==> config.mk <==
export PLATFORM = sky130hd
export DESIGN_NAME = regfile_port_arbiter
export DESIGN_NICKNAME = d
export VERILOG_FILES = /design/src/rtl/regfile_port_arbiter.sv
export SDC_FILE = /design/constraint.sdc
export NUM_CORES = 1
export LEC_CHECK = 0
export BUFFER_PORTS_ARGS = -buffer_cell sky130_fd_sc_hd__buf_2
export CAP_MARGIN = 5
export CORE_MARGIN = 10
export CORE_UTILIZATION = 28
export CTS_CLUSTER_SIZE = 14
export DETAILED_ROUTE_END_ITERATION = 6
export PLACE_DENSITY = 0.94
export SLEW_MARGIN = 20
export SYNTH_ARGS = -nofsm -noshare
export SYNTH_HDL_FRONTEND = slang
export SYNTH_SLANG_ARGS = --single-unit
==> constraint.sdc <==
create_clock -name clk_i -period 2 [get_ports clk_i]
set_clock_uncertainty 0.2 [all_clocks]
set_input_delay 0.4 -clock clk_i [delete_from_list [all_inputs] [get_ports clk_i]]
set_output_delay 0.4 -clock clk_i [all_outputs]
set_load 0.03 [all_outputs]
==> src/rtl/regfile_port_arbiter.sv <==
// Arbitrates one single-port register file between write-back and two operand reads.
// Optional X0_HARDWIRE_EN: register 0 reads return zero and writes to it are dropped, bypassing the regfile.
module regfile_port_arbiter #(
    parameter int XLEN       = 32,
    parameter int REG_AW     = 5,
    parameter int STARVE_MAX = 4
) (
    input  logic              clk_i,
    input  logic              rst_i,
    input  logic              wb_req_i,
    input  logic [REG_AW-1:0] wb_reg_i,
    input  logic [XLEN-1:0]   wb_data_i,
    output logic              wb_gnt_o,
    input  logic              rd0_req_i,
    input  logic [REG_AW-1:0] rd0_reg_i,
    output logic              rd0_gnt_o,
    output logic              rd0_valid_o,
    output logic [XLEN-1:0]   rd0_data_o,
    input  logic              rd1_req_i,
    input  logic [REG_AW-1:0] rd1_reg_i,
    output logic              rd1_gnt_o,
    output logic              rd1_valid_o,
    output logic [XLEN-1:0]   rd1_data_o,
    output logic              rf_write_en_o,
    output logic              rf_read_en_o,
    output logic [REG_AW-1:0] rf_write_reg_o,
    output logic [REG_AW-1:0] rf_read_reg_o,
    output logic [XLEN-1:0]   rf_write_data_o,
    input  logic [XLEN-1:0]   rf_read_data_i
);
    localparam int CW = $clog2(STARVE_MAX + 1);
    localparam logic [CW-1:0] STARVE_TOP = CW'(STARVE_MAX);

    typedef enum logic [1:0] {TAG_NONE, TAG_RD0, TAG_RD1} tag_e;

    tag_e          tag_q, tag_d;
    logic          rr_q, rr_d;
    logic [CW-1:0] starve_q, starve_d;
    logic          z0_q, z1_q;

    logic wb_zero, rd0_zero, rd1_zero;
    logic wb_arb, rd0_arb, rd1_arb, any_rd, read_wins;
    logic wb_sel, rd0_sel, rd1_sel;

`ifdef X0_HARDWIRE_EN
    assign wb_zero  = wb_req_i  && (wb_reg_i  == '0);
    assign rd0_zero = rd0_req_i && (rd0_reg_i == '0);
    assign rd1_zero = rd1_req_i && (rd1_reg_i == '0);
`else
    assign wb_zero  = 1'b0;
    assign rd0_zero = 1'b0;
    assign rd1_zero = 1'b0;
`endif

    // Zero-register accesses never reach the regfile, so they stay out of arbitration.
    assign wb_arb    = wb_req_i  & ~wb_zero;
    assign rd0_arb   = rd0_req_i & ~rd0_zero;
    assign rd1_arb   = rd1_req_i & ~rd1_zero;
    assign any_rd    = rd0_arb | rd1_arb;
    assign read_wins = any_rd && (starve_q == STARVE_TOP);

    always_comb begin
        wb_sel  = 1'b0;
        rd0_sel = 1'b0;
        rd1_sel = 1'b0;
        if (!rst_i) begin
            if (wb_arb && !read_wins) begin
                wb_sel = 1'b1;
            end else if (rd0_arb && rd1_arb) begin
                if (rr_q) rd1_sel = 1'b1;
                else      rd0_sel = 1'b1;
            end else if (rd0_arb) begin
                rd0_sel = 1'b1;
            end else if (rd1_arb) begin
                rd1_sel = 1'b1;
            end
        end
    end

    always_comb begin
        tag_d    = TAG_NONE;
        rr_d     = rr_q;
        starve_d = starve_q;
        if (rd0_sel) begin
            tag_d = TAG_RD0;
            rr_d  = 1'b1;
        end else if (rd1_sel) begin
            tag_d = TAG_RD1;
            rr_d  = 1'b0;
        end
        if (!any_rd || rd0_sel || rd1_sel) begin
            starve_d = '0;
        end else if (wb_sel && (starve_q != STARVE_TOP)) begin
            starve_d = starve_q + 1'b1;
        end
    end

    always_ff @(posedge clk_i or posedge rst_i) begin
        if (rst_i) begin
            tag_q    <= TAG_NONE;
            rr_q     <= 1'b0;
            starve_q <= '0;
            z0_q     <= 1'b0;
            z1_q     <= 1'b0;
        end else begin
            tag_q    <= tag_d;
            rr_q     <= rr_d;
            starve_q <= starve_d;
            z0_q     <= rd0_zero;
            z1_q     <= rd1_zero;
        end
    end

    assign wb_gnt_o  = wb_sel  | (wb_zero  & ~rst_i);
    assign rd0_gnt_o = rd0_sel | (rd0_zero & ~rst_i);
    assign rd1_gnt_o = rd1_sel | (rd1_zero & ~rst_i);

    assign rf_write_en_o   = wb_sel;
    assign rf_write_reg_o  = wb_sel ? wb_reg_i  : '0;
    assign rf_write_data_o = wb_sel ? wb_data_i : '0;
    assign rf_read_en_o    = rd0_sel | rd1_sel;
    assign rf_read_reg_o   = rd0_sel ? rd0_reg_i : (rd1_sel ? rd1_reg_i : '0);

    assign rd0_valid_o = (tag_q == TAG_RD0) | z0_q;
    assign rd1_valid_o = (tag_q == TAG_RD1) | z1_q;
    assign rd0_data_o  = (tag_q == TAG_RD0) ? rf_read_data_i : '0;
    assign rd1_data_o  = (tag_q == TAG_RD1) ? rf_read_data_i : '0;

endmodule

Yosys cells after proc, flatten, opt, wreduce, memory -nomap -nowiden
Index checks and enable logic that the tools add are counted.
- register bits after elaboration: 6
- latch bits: 0
- RAM bits: 0
- memory bits (read-only): 0
- input port bits: 84
- output and inout bits: 113
- logic and storage cells: 45
- memories kept: 0
- add/subtract/negate cells: 1
- $mul: 0
- divide/modulo/power cells: 0
- magnitude comparators: 0
- equal/unequal tests: 4
- shift-type cells: 0
- multiplexer cells: 25
- bitwise logic cells: 2
- reductions and logical operators: 10
- operator list (kind ; count):
    $mux W32 ; 3
    $mux W1 ; 15
    $mux W5 ; 3
    $mux W3 ; 2
    $logic_and A1 B1 Y1 ; 4
    $mux W2 ; 2
    $reduce_bool A2 Y1 ; 2
    $add A3 B1 Y3 const B ; 1
    $eq A3 B3 Y1 const B ; 1
    $ne A3 B3 Y1 const B ; 1
    $eq A2 B1 Y1 const B ; 1
    $eq A2 B2 Y1 const B ; 1
    $logic_not A1 Y1 ; 2
    $logic_or A1 B1 Y1 ; 2
    $or A1 B1 Y1 ; 2

Logic depth before layout (Yosys ltp)
- word-level depth: 9
- mapped depth: 7

Worst setup path after synthesis
No wires, ideal clock.
- path type: reg-to-output
- start: register starve_q[0]
- end: output port rd0_gnt_o
- arrival time: 1612 ps
- slack: -212 ps
- stages on the path, launching flop included: 7
- cell sequence: dfrtp_1 > inv_1 > ha_1 > a21boi_1 > or2_2 > buf_2 > nor2b_1
- cells in the longest elaborated chain, start to end: 6
- RTL lines (what ; line ; text):
    start: declaration ; 38 ; logic [CW-1:0] starve_q, starve_d;
    start signal: assignment ; 108 ; starve_q <= starve_d;
    $eq A3 B3 Y1 ; 60 ; assign read_wins = any_rd && (starve_q == STARVE_TOP);
    $logic_and A1 B1 Y1 ; 60 ;
    $logic_not A1 Y1 ; 67 ; if (wb_arb && !read_wins) begin
    $logic_and A1 B1 Y1 ; 67 ;
    $mux W1 ; 67 ;
    $mux W1 ; 66 ; if (!rst_i) begin
    end: declaration ; 16 ; output logic rd0_gnt_o,
Every way passes these cells.

Final worst setup path
- start: register starve_q[0]
- end: output port rf_write_data_o[1]
- cells in the longest elaborated chain, start to end: 7
- RTL lines (what ; line ; text):
    $eq A3 B3 Y1 ; 60 ;
    $logic_and A1 B1 Y1 ; 60 ;
    $logic_not A1 Y1 ; 67 ;
    $logic_and A1 B1 Y1 ; 67 ;
    $mux W1 ; 67 ;
    $mux W1 ; 66 ;
    $mux W32 ; 120 ; assign rf_write_data_o = wb_sel ? wb_data_i : '0;
    end: declaration ; 28 ; output logic [XLEN-1:0] rf_write_data_o,
Every way passes these cells.

==> metrics.txt <==
status finished, violations left; failing checks setup timing; standard-cell rows 23; Synth top area share 43.2%; cell taking the most area after synthesis and2_1; FF-to-FF End rr_q$_DFFE_PP0P_; Synth top cells by count 81 x and2_1, 20 x and2_4, 8 x nor2_1; R2R cell count 7; ANT cells 0; Initial Util ~29%; Synth Warn # 0; TritonCTS Buffers 3; worst path cell trace inv_2 -> ha_4 -> nand2_2 -> o211a_4 -> buf_16 -> and2_1 -> buf_6; Peak VDD IR 0.385 mV; Worst-Margin Slew 0.318 ns; Placer Congestion between 0.7 and 0.8; Slew Limit Fails 0; critical path's largest stage delay 0.39 ns; dpl hpwl 5.61 mm; number of flops mapped to enable cells by yosys 0; final setup fails 47; unrepaired setup endpoints after global routing true; wire per inst between 15 and 20 µm; hold crit path type in -> async; first-pass GRT wire length between 10 and 15 mm; Chip Width between 80 and 90 µm; TritonCTS clock tree done; top cells by area, synth and2_1 43%, and2_4 15%, dfrtp_1 13%; register area share after synthesis 12.8%; Final min period 2.25 ns; CTS sink cnt 6; Starting DRT DRC Count 44; period utilization 113%; CP max FO 18; Routed WL 7.45 mm; DR vias/cell 4.59; antenna-violating nets left 0; First-pass DRT Iterations 4; largest net degree at the start of global routing 34; share of synthesized registers carrying an async set or reset between 90% and 100%; crit start category flip-flop; nets between 400 and 500; Final WS setup -0.254 ns; hold slack 0.0730 ns; GRT Overall Usage a little under a fifth; total grt overflow 0; Post-CTS Hold Buffers 0; Worst setup EP type primary output; Gate Count Post-Synth 162; syn_area_per_cell 7.24 µm²; Final Util between 70% and 80%; f_max approximately 440 MHz; Slowest cell on crit path dfrtp_1; startpoint of the worst-slack reg-to-reg timing path starve_q[0]$_DFFE_PP0P_; R2R Setup Slk 0.27 ns; die height 84.7 µm; worst-skew pair later-pin latency 0.23 ns; Clock Path Buffers 2; Layout area overhead 141%; Mapped Nets 248; Netlist Area Pre-Place 0.00117 mm²; count of final hold-check violations 0; core footprint 0.00403 mm²; CTS Root Cell clkbuf_8; H-tree depth 1; relative slew slack 78.8%; CP required 1.40 ns; WP data arrival 1.65 ns; leak pwr between 1.5 and 2 nW; critical path class reg -> out; Power per Cell Area 341 mW/mm²; routed vias 1,923; FF+latch count, synth 6; initial antenna violation count 0; most common flop cell mapped by yosys dfrtp_1; layout cells sized above 1 72.9%; Worst Path Buf+Inv 3; DR DRC count 0; # port buffers 196; CP top delay family flip-flops; Worst-path clk slew about 0.04 ns; Max Cap Violations 0; Synth cell types 24; most common cell in the synthesized netlist and2_1; die area 0.00717 mm²; Ports 197; vias in the first global route between 2k and 2.5k
==> cell families (layout without fill, tap and decap cells) <==
family	count (synthesis)	count (layout)	share of synthesized area, %
compound gates	14	14	8.43
flops	6	6	12.8
fa+ha+maj	2	2	2.13
simple gates	124	125	68.4
buf+inv	16	222	8.22
==> cells in the final DEF, fill, tap and decap left out, types with 2 or more instances in the layout <==
| cell type | n |
|---|---|
| and2_4 | 31 |
| o21ai_0 | 3 |
| clkbuf_8 | 3 |
| nand2b_1 | 2 |
| nor2b_2 | 2 |
| buf_4 | 15 |
| buf_16 | 2 |
| and2_1 | 70 |
| inv_2 | 2 |
| or2_4 | 2 |
| dfrtp_1 | 6 |
| a21oi_1 | 3 |
| nand3_1 | 2 |
| buf_6 | 47 |
| buf_12 | 3 |
| a32oi_1 | 5 |
| nor2_4 | 8 |
| buf_2 | 148 |
| nand2_1 | 3 |
==> report_power, final <==
part	leakage, nW	switching (W)	total [W]	internal (W)
combinational	1.55	0.000343	0.000631	0.000289
clock	0.0216	0.0000603	0.000190	0.000130
sequential	0.0801	0.00000855	0.000141	0.000132
total	1.65	0.000411	0.000963	0.000551
==> worst min-delay path: stages <==
cell and delay [ns]:
buf_2 0.15, inv_1 0.10, buf_4 0.18
==> per-layer routing <==
layer  global-route usage (%)  part of all wire (%)
met5                        0                     0
met3                     4.73                   7.8
met4                     5.09                   1.6
met1                     17.1                    31
met2                     38.1                    59
==> worst max path at each step <==
stage / start / end / slack (ns) / depth (start not counted)
detailed placement: starve_q[0]$_DFFE_PP0P_ / rd0_gnt_o / -0.10 / 6
global route: starve_q[0]$_DFFE_PP0P_ / rf_write_data_o[31] / -0.33 / 7
floorplan: starve_q[0]$_DFFE_PP0P_ / rd1_gnt_o / -0.08 / 6
finish: starve_q[0]$_DFFE_PP0P_ / rf_write_data_o[1] / -0.25 / 7
CTS: starve_q[1]$_DFFE_PP0P_ / rf_write_data_o[28] / -0.27 / 7
global placement: starve_q[0]$_DFFE_PP0P_ / rd0_gnt_o / -0.03 / 6
==> final cells by class <==
| cell class | instances | area (µm²) |
|---|---|---|
| tap | 50 | 62.6 |
| clock buffer | 3 | 41.3 |
| timing repair buffer | 216 | 1510 |
| fill | 323 | 1200 |
| inverter | 3 | 11.3 |
| multi-input combinational | 141 | 1060 |
| sequential | 6 | 150 |
==> stage by stage <==
stage	worst slack (ns)	instance area, µm²	power [W]	TNS (ns)	instances
2_1_floorplan	-0.0814	1210	0.000447	-0.548	162
5_1_grt	-0.333	2830	0.00101	-13.60	419
3_3_place_gp	-0.0267	2290	0.000633	-0.295	407
4_1_cts	-0.271	2760	0.000933	-10.88	416
3_5_place_dp	-0.101	2290	0.000647	-2.00	407
6_report	-0.254	2830	0.000963	-10.07	419
==> registers in the layout, summed over array words and instances, names as in the netlist <==
signal / flops
starve_q: 3
tag_q: 2
rr_q: 1
==> timing repair <==
action	in CTS	in global routing
gates cloned	3	0
buffers inserted	3	3
pin swaps	8	3
setup endpoints to repair	48	79
endpoints found under the hold margin	0	0
resized for setup	109	17
Power figures use the tool's default switching activity.
